File: src/rtl/retire_trace_buffer_pkg.sv
// Shared types for the retire trace buffer: record layout, serializer states, beat indices.
// Combinational helper only; no state, no flow control.
package retire_trace_buffer_pkg;

   localparam int RECORD_W = 128;
   localparam int BEAT_W   = 32;

   localparam logic [1:0] BEAT_PC = 2'd0;
   localparam logic [1:0] BEAT_WD = 2'd1;
   localparam logic [1:0] BEAT_HI = 2'd2;
   localparam logic [1:0] BEAT_LO = 2'd3;

   typedef enum logic [2:0] {
      ST_IDLE,
      ST_B0,
      ST_B1,
      ST_B2,
      ST_B3
   } state_t;

   typedef struct packed {
      logic [BEAT_W-1:0] pc;
      logic [BEAT_W-1:0] wdata;
      logic [BEAT_W-1:0] hi;
      logic [BEAT_W-1:0] lo;
   } record_t;

   function automatic logic [BEAT_W-1:0] beat_field(input record_t rec, input logic [1:0] idx);
      logic [BEAT_W-1:0] field;
      case (idx)
         BEAT_PC: field = rec.pc;
         BEAT_WD: field = rec.wdata;
         BEAT_HI: field = rec.hi;
         default: field = rec.lo;
      endcase
      return field;
   endfunction

endpackage

File: src/rtl/retire_trace_buffer_trace_fifo.sv
// Circular DEPTH x W record FIFO; head visible combinationally, one-cycle write latency.
// A push into a full FIFO is accepted only when a pop happens in the same cycle.
module trace_fifo #(
   parameter int DEPTH = 16,
   parameter int W     = 128
) (
   input  logic                   clk,
   input  logic                   rst_n,
   input  logic                   push,
   input  logic [W-1:0]           push_data,
   input  logic                   pop,
   output logic [W-1:0]           pop_data,
   output logic [$clog2(DEPTH):0] count,
   output logic                   full,
   output logic                   empty
);

   localparam int AW = $clog2(DEPTH);

   logic [W-1:0]  mem [DEPTH];
   logic [AW-1:0] wr_ptr;
   logic [AW-1:0] rd_ptr;
   logic          do_push;
   logic          do_pop;

   assign do_pop  = pop && !empty;
   assign do_push = push && (!full || do_pop);

   assign full     = (count == (AW+1)'(DEPTH));
   assign empty    = (count == '0);
   assign pop_data = mem[rd_ptr];

   // DEPTH is a power of two, so pointer wrap DEPTH-1 -> 0 is the natural overflow.
   always_ff @(posedge clk or negedge rst_n) begin
      if (!rst_n) begin
         wr_ptr <= '0;
         rd_ptr <= '0;
         count  <= '0;
      end else begin
         if (do_push) wr_ptr <= wr_ptr + AW'(1);
         if (do_pop)  rd_ptr <= rd_ptr + AW'(1);
         case ({do_push, do_pop})
            2'b10:   count <= count + (AW+1)'(1);
            2'b01:   count <= count - (AW+1)'(1);
            default: count <= count;
         endcase
      end
   end

   always_ff @(posedge clk) begin
      if (do_push) mem[wr_ptr] <= push_data;
   end

endmodule

File: src/rtl/retire_trace_buffer.sv
// Captures one 128-bit record per PC change into a FIFO and drains it as four 32-bit beats.
// First beat valid one edge after capture; the core is never stalled, overflow drops and counts.
module retire_trace_buffer
   import retire_trace_buffer_pkg::*;
#(
   parameter int DEPTH  = 16,
   parameter int DROP_W = 16
) (
   input  logic                   Clk,
   input  logic                   Rst,
   input  logic                   Enable,
   input  logic [31:0]            PCValue,
   input  logic [31:0]            WriteData,
   input  logic [31:0]            HiData,
   input  logic [31:0]            LoData,
   output logic [31:0]            OutData,
   output logic                   OutValid,
   input  logic                   OutReady,
   output logic                   OutLast,
   output logic [$clog2(DEPTH):0] Count,
   output logic                   Full,
   output logic                   Empty,
   output logic [DROP_W-1:0]      DropCount,
   input  logic                   ClearDrops
);

   logic [31:0] last_pc;
   logic        first;
   logic        capture;
   logic        push;
   logic        pop;
   logic        drop;
   record_t     new_rec;
   record_t     head;
   record_t     hold;
   state_t      state;
   state_t      state_nxt;

   assign capture = Enable && (first || (PCValue != last_pc));
   assign pop     = !Empty && ((state == ST_IDLE) || ((state == ST_B3) && OutReady));
   assign push    = capture && (!Full || pop);
   assign drop    = capture && !push;
   assign new_rec = '{pc: PCValue, wdata: WriteData, hi: HiData, lo: LoData};

   trace_fifo #(
      .DEPTH (DEPTH),
      .W     (RECORD_W)
   ) u_fifo (
      .clk       (Clk),
      .rst_n     (Rst),
      .push      (push),
      .push_data (new_rec),
      .pop       (pop),
      .pop_data  (head),
      .count     (Count),
      .full      (Full),
      .empty     (Empty)
   );

   // LastPC tracks every qualifying PC, even ones whose record is dropped.
   always_ff @(posedge Clk or negedge Rst) begin
      if (!Rst) begin
         last_pc <= '0;
         first   <= 1'b1;
      end else if (capture) begin
         last_pc <= PCValue;
         first   <= 1'b0;
      end
   end

   always_ff @(posedge Clk or negedge Rst) begin
      if (!Rst) begin
         DropCount <= '0;
      end else if (ClearDrops) begin
         DropCount <= '0;
      end else if (drop && !(&DropCount)) begin
         DropCount <= DropCount + DROP_W'(1);
      end
   end

   always_ff @(posedge Clk or negedge Rst) begin
      if (!Rst) begin
         hold <= '0;
      end else if (pop) begin
         hold <= head;
      end
   end

   always_ff @(posedge Clk or negedge Rst) begin
      if (!Rst) state <= ST_IDLE;
      else      state <= state_nxt;
   end

   always_comb begin
      state_nxt = state;
      case (state)
         ST_IDLE: if (!Empty)  state_nxt = ST_B0;
         ST_B0:   if (OutReady) state_nxt = ST_B1;
         ST_B1:   if (OutReady) state_nxt = ST_B2;
         ST_B2:   if (OutReady) state_nxt = ST_B3;
         ST_B3:   if (OutReady) state_nxt = Empty ? ST_IDLE : ST_B0;
         default: state_nxt = ST_IDLE;
      endcase
   end

   always_comb begin
      OutValid = 1'b0;
      OutLast  = 1'b0;
      OutData  = '0;
      case (state)
         ST_B0: begin
            OutValid = 1'b1;
            OutData  = beat_field(hold, BEAT_PC);
         end
         ST_B1: begin
            OutValid = 1'b1;
            OutData  = beat_field(hold, BEAT_WD);
         end
         ST_B2: begin
            OutValid = 1'b1;
            OutData  = beat_field(hold, BEAT_HI);
         end
         ST_B3: begin
            OutValid = 1'b1;
            OutLast  = 1'b1;
            OutData  = beat_field(hold, BEAT_LO);
         end
         default: ;
      endcase
   end

endmodule

File: config.mk
export PLATFORM = sky130hd
export DESIGN_NAME = retire_trace_buffer
export DESIGN_NICKNAME = d
export VERILOG_FILES = /design/src/rtl/retire_trace_buffer_pkg.sv /design/src/rtl/retire_trace_buffer_trace_fifo.sv /design/src/rtl/retire_trace_buffer.sv
export SDC_FILE = /design/constraint.sdc
export NUM_CORES = 2
export LEC_CHECK = 0
export CORE_UTILIZATION = 28
export CTS_CLUSTER_DIAMETER = 50
export DETAILED_ROUTE_END_ITERATION = 10
export GPL_ROUTABILITY_DRIVEN = 0
export GPL_TIMING_DRIVEN = 0
export MAX_ROUTING_LAYER = met4
export REMOVE_ABC_BUFFERS = 1
export SETUP_SLACK_MARGIN = 0.3
export SYNTH_ARGS = -nofsm -noshare
export SYNTH_HDL_FRONTEND = slang
export SYNTH_HIERARCHICAL = 1
export SYNTH_SLANG_ARGS = --single-unit
File: constraint.sdc
create_clock -name Clk -period 16.5 [get_ports Clk]
set_input_delay 4.125 -clock Clk [delete_from_list [all_inputs] [get_ports Clk]]
set_output_delay 4.125 -clock Clk [all_outputs]
set_load 0.01 [all_outputs]
==> impl_metrics.tcl <==
set metrics [dict create \
    maxSlewHeadroom_pct 6.32 \
    r2r_slack_ns 10.36 \
    cp-endpoint "u_fifo/mem[6][51]" \
    finalMaxSlewViolations 0 \
    cts_resized 0 \
    rows 202 \
    hpwl_um 137000 \
    synthMuxAreaShare_pct 13.7 \
    routed_wl_um 226000 \
    synth_compound_area_share_pct 3.11 \
    tightest_slew_ns 1.40 \
    dr.first_iter.drc_count 4929 \
    rsz0062_at_grt "no" \
    dieWidth_um 555 \
    fin_setup_tns_ns 0 \
    clkSinkCount 2241 \
    yosys.area_share.simple_pct 3.58 \
    syn_to_final_growth_pct 18.8 \
    clock-root-buffer "clkbuf_16" \
    p_sw_share_pct 30.7 \
    synth.distinct_cells 59 \
    vias 43400 \
    reg2reg_depth 13 \
    ir_worst_vdd_uv 123 \
    ys_warn_count 6 \
    core_um2 304000 \
    hold_path.class "flip-flop to flip-flop" \
    post_synth.cell_area_avg_um2 20.5 \
    initial_core_util_pct 28.2 \
    hold_violations 0 \
    dieArea_um2 308000 \
    criticalPathCategory "input pin to flip-flop" \
    synth-xor-area-share_pct 0.440 \
    detail_route.first_pass.iterations 6 \
    synth_edf_count 2048 \
    fin_area_um2 102000 \
    reg2reg_from "u_fifo/count[3]" \
    setup_violations 0 \
    pre_cts_ws_ns 6.30 \
    finalClockSkew_ns 0.0388 \
    yosysSeqAreaShare_pct 77.5 \
    layout.nets 4710 \
    htreeDepth 4 \
    via_per_inst 4.91 \
    final_common_cell "edfxtp_1" \
    final_cell_mix "edfxtp_1 (2048), nand2_1 (606), mux4_2 (512), a22oi_1 (266), clkbuf_16 (206)" \
    synth_top_family_by_area "multiplexers" \
    min_period_ns 9.32 \
    fill_cells 28300 \
    powerDensity_nw_per_um2 168 \
    async_flop_share_pct 8.61 \
    p_sw_mw 5.26 \
    clk_latency_ns 0.84 \
    cp-start-kind "input pin" \
    io_buffer_count 189 \
    ant_nets 0 \
    syn_area_um2 85600 \
    crit_arrival_ns 9.80 \
    grt_max_degree 82 \
    ios 190 \
    cp-end-kind "flip-flop" \
    fp.dieH_um 555 \
    clkSlewWorstSetupHoldPaths_ns 0.06 \
    synth_cells 4172 \
    p_clk_share_pct 27.8 \
    cts_tree "built" \
    wl_per_cell_um 25.6 \
    power_frac_comb_pct 30.3 \
    crit_path_max_fanout 81 \
    p_int_mw 11.8 \
    ys.flop_type "edfxtp_1" \
    overflow 0 \
    seqPwrFrac_pct 41.9 \
    p_leak_nw 33.1 \
    timing.fmax_mhz 107 \
    maxCapViolations 0 \
    cts_made_buffers 204 \
    antenna_found_initial 88 \
    layout-drive-gt1-share_pct 23.3 \
    synth_seq_cells 2241 \
    grt.total_usage_pct 14.8 \
    worstReg2RegEnd "u_fifo/mem[6][51]" \
    setup_ws_ns 7.18 \
    cts_buffer_depth 4 \
    whs_ns 0.475 \
    total_power_mw 17.1 \
    finalCritPeriodShare_pct 56.5 \
    status "finished, final reports clean" \
    grt_pass1_wl_um 320000 \
    drc 0 \
    yosys.area_share.adder_pct 0.155 \
    worst_ep_required_time_ns 16.98 \
    crit_path_start "OutReady" \
    cts_setup_buffers 0 \
    hold_buffers 0 \
    grt_pass1_vias 43400 \
    placed_area_um2 95100 \
]
## synth_stat cells (all sizes together), types with 2 or more instances
| cell type | number | area (µm²) |
|---|---|---|
| and3 | 2 | 12.5 |
| nor3 | 5 | 35.0 |
| or3 | 3 | 20.0 |
| mux2 | 16 | 203 |
| o31ai | 9 | 81.3 |
| and2 | 13 | 81.3 |
| o31a | 2 | 17.5 |
| edfxtp | 2048 | 61500 |
| nand4 | 9 | 56.3 |
| xnor2 | 13 | 114 |
| xor2 | 30 | 263 |
| ha | 9 | 113 |
| a21oi | 17 | 108 |
| a22oi | 266 | 2000 |
| dfrtp | 192 | 4800 |
| clkbuf | 116 | 435 |
| nor4 | 14 | 113 |
| or4 | 10 | 80.1 |
| o211ai | 2 | 15.0 |
| nand2 | 606 | 2270 |
| nor3b | 2 | 15.0 |
| o22ai | 56 | 364 |
| buf | 111 | 832 |
| o21ai | 5 | 36.3 |
| mux4 | 512 | 11500 |
| inv | 16 | 60.1 |
| nand3 | 7 | 35.0 |
| nor2 | 52 | 203 |
| nor2b | 7 | 43.8 |
| nand2b | 8 | 50.1 |
| or2 | 4 | 25.0 |
## per-layer routing
layer	part of all wire, %	GRT usage, %	routed length, µm
met1	43	20.6	98200
met2	46	22.4	105000
met3	8.1	3.05	18400
met4	2.0	3.06	4590
met5	0	-	0
## flip-flops by register name (all words and copies together), names as in the netlist
register / count
DropCount: 16
first: 1
hold: 128
last_pc: 32
state: 3
u_fifo/count: 5
u_fifo/mem: 2048
u_fifo/rd_ptr: 4
u_fifo/wr_ptr: 4
## power by group through the flow
stage | combinational (mW) | sequential, mW | clock [mW]
floorplan | 4.36 | 7.69 | 0
global placement | 6.14 | 8.06 | 0
detailed placement | 5.23 | 7.30 | 0
CTS | 5.25 | 7.18 | 4.84
global route | 5.55 | 7.23 | 5.04
finish | 5.18 | 7.17 | 4.75
## worst max-delay path: stages
cell and delay [ns]:
clkdlybuf4s50_1 0.60, nor2b_1 0.08, or4_4 0.79, buf_16 0.35
inv_8 0.43, buf_16 0.51, nand2b_1 0.22, o21ai_2 0.14
nor3b_1 0.56, and2_4 0.75, buf_16 0.34, buf_16 0.29
buf_16 0.29
## final cells by class
| class | instances | area (µm²) | share of cell area (%) |
|---|---|---|---|
| Antenna cell | 28 | 70.1 | 0.0689 |
| Multi-Input combinational cell | 1688 | 18100 | 17.8 |
| Timing Repair Buffer | 416 | 5430 | 5.34 |
| Inverter | 16 | 67.6 | 0.0664 |
| Clock inverter | 99 | 1050 | 1.04 |
| Sequential cell | 2241 | 66300 | 65.2 |
| Tap cell | 4080 | 5100 | 5.02 |
| Clock buffer | 273 | 5570 | 5.47 |
## logic make-up (layout without fill, tap and decap cells)
| family | Yosys count | in the layout |
|---|---|---|
| AOI/OAI and AO/OA | 362 | 362 |
| and+or+nand+nor | 744 | 744 |
| buffers and inverters | 243 | 804 |
| DFF | 2241 | 2241 |
| other | 0 | 28 |
| adders and majority gates | 10 | 10 |
| xor gates and xnor gates | 43 | 43 |
| muxes | 529 | 529 |
## worst min-delay path by stage
| stage | to | slack [ns] | depth (start not counted) | from |
|---|---|---|---|---|
| 2_1_floorplan | hold[100] | 0.45 | 2 | hold[100] |
| 3_3_place_gp | hold[86] | 0.46 | 2 | hold[86] |
| 3_5_place_dp | hold[88] | 0.46 | 2 | hold[88] |
| 4_1_cts | hold[88] | 0.48 | 2 | hold[88] |
| 5_1_grt | hold[23] | 0.50 | 2 | hold[23] |
| 6_report | hold[75] | 0.48 | 2 | hold[75] |
## through the flow
step                      util [%]  cells
after CTS                     33.5   8813
after global placement        30.1   8214
final                         33.5   8841
after floorplan                  -   3945
after detailed placement      31.3   8441
after global routing          33.5   8840
Note: power is estimated with default switching activity, not from simulation.
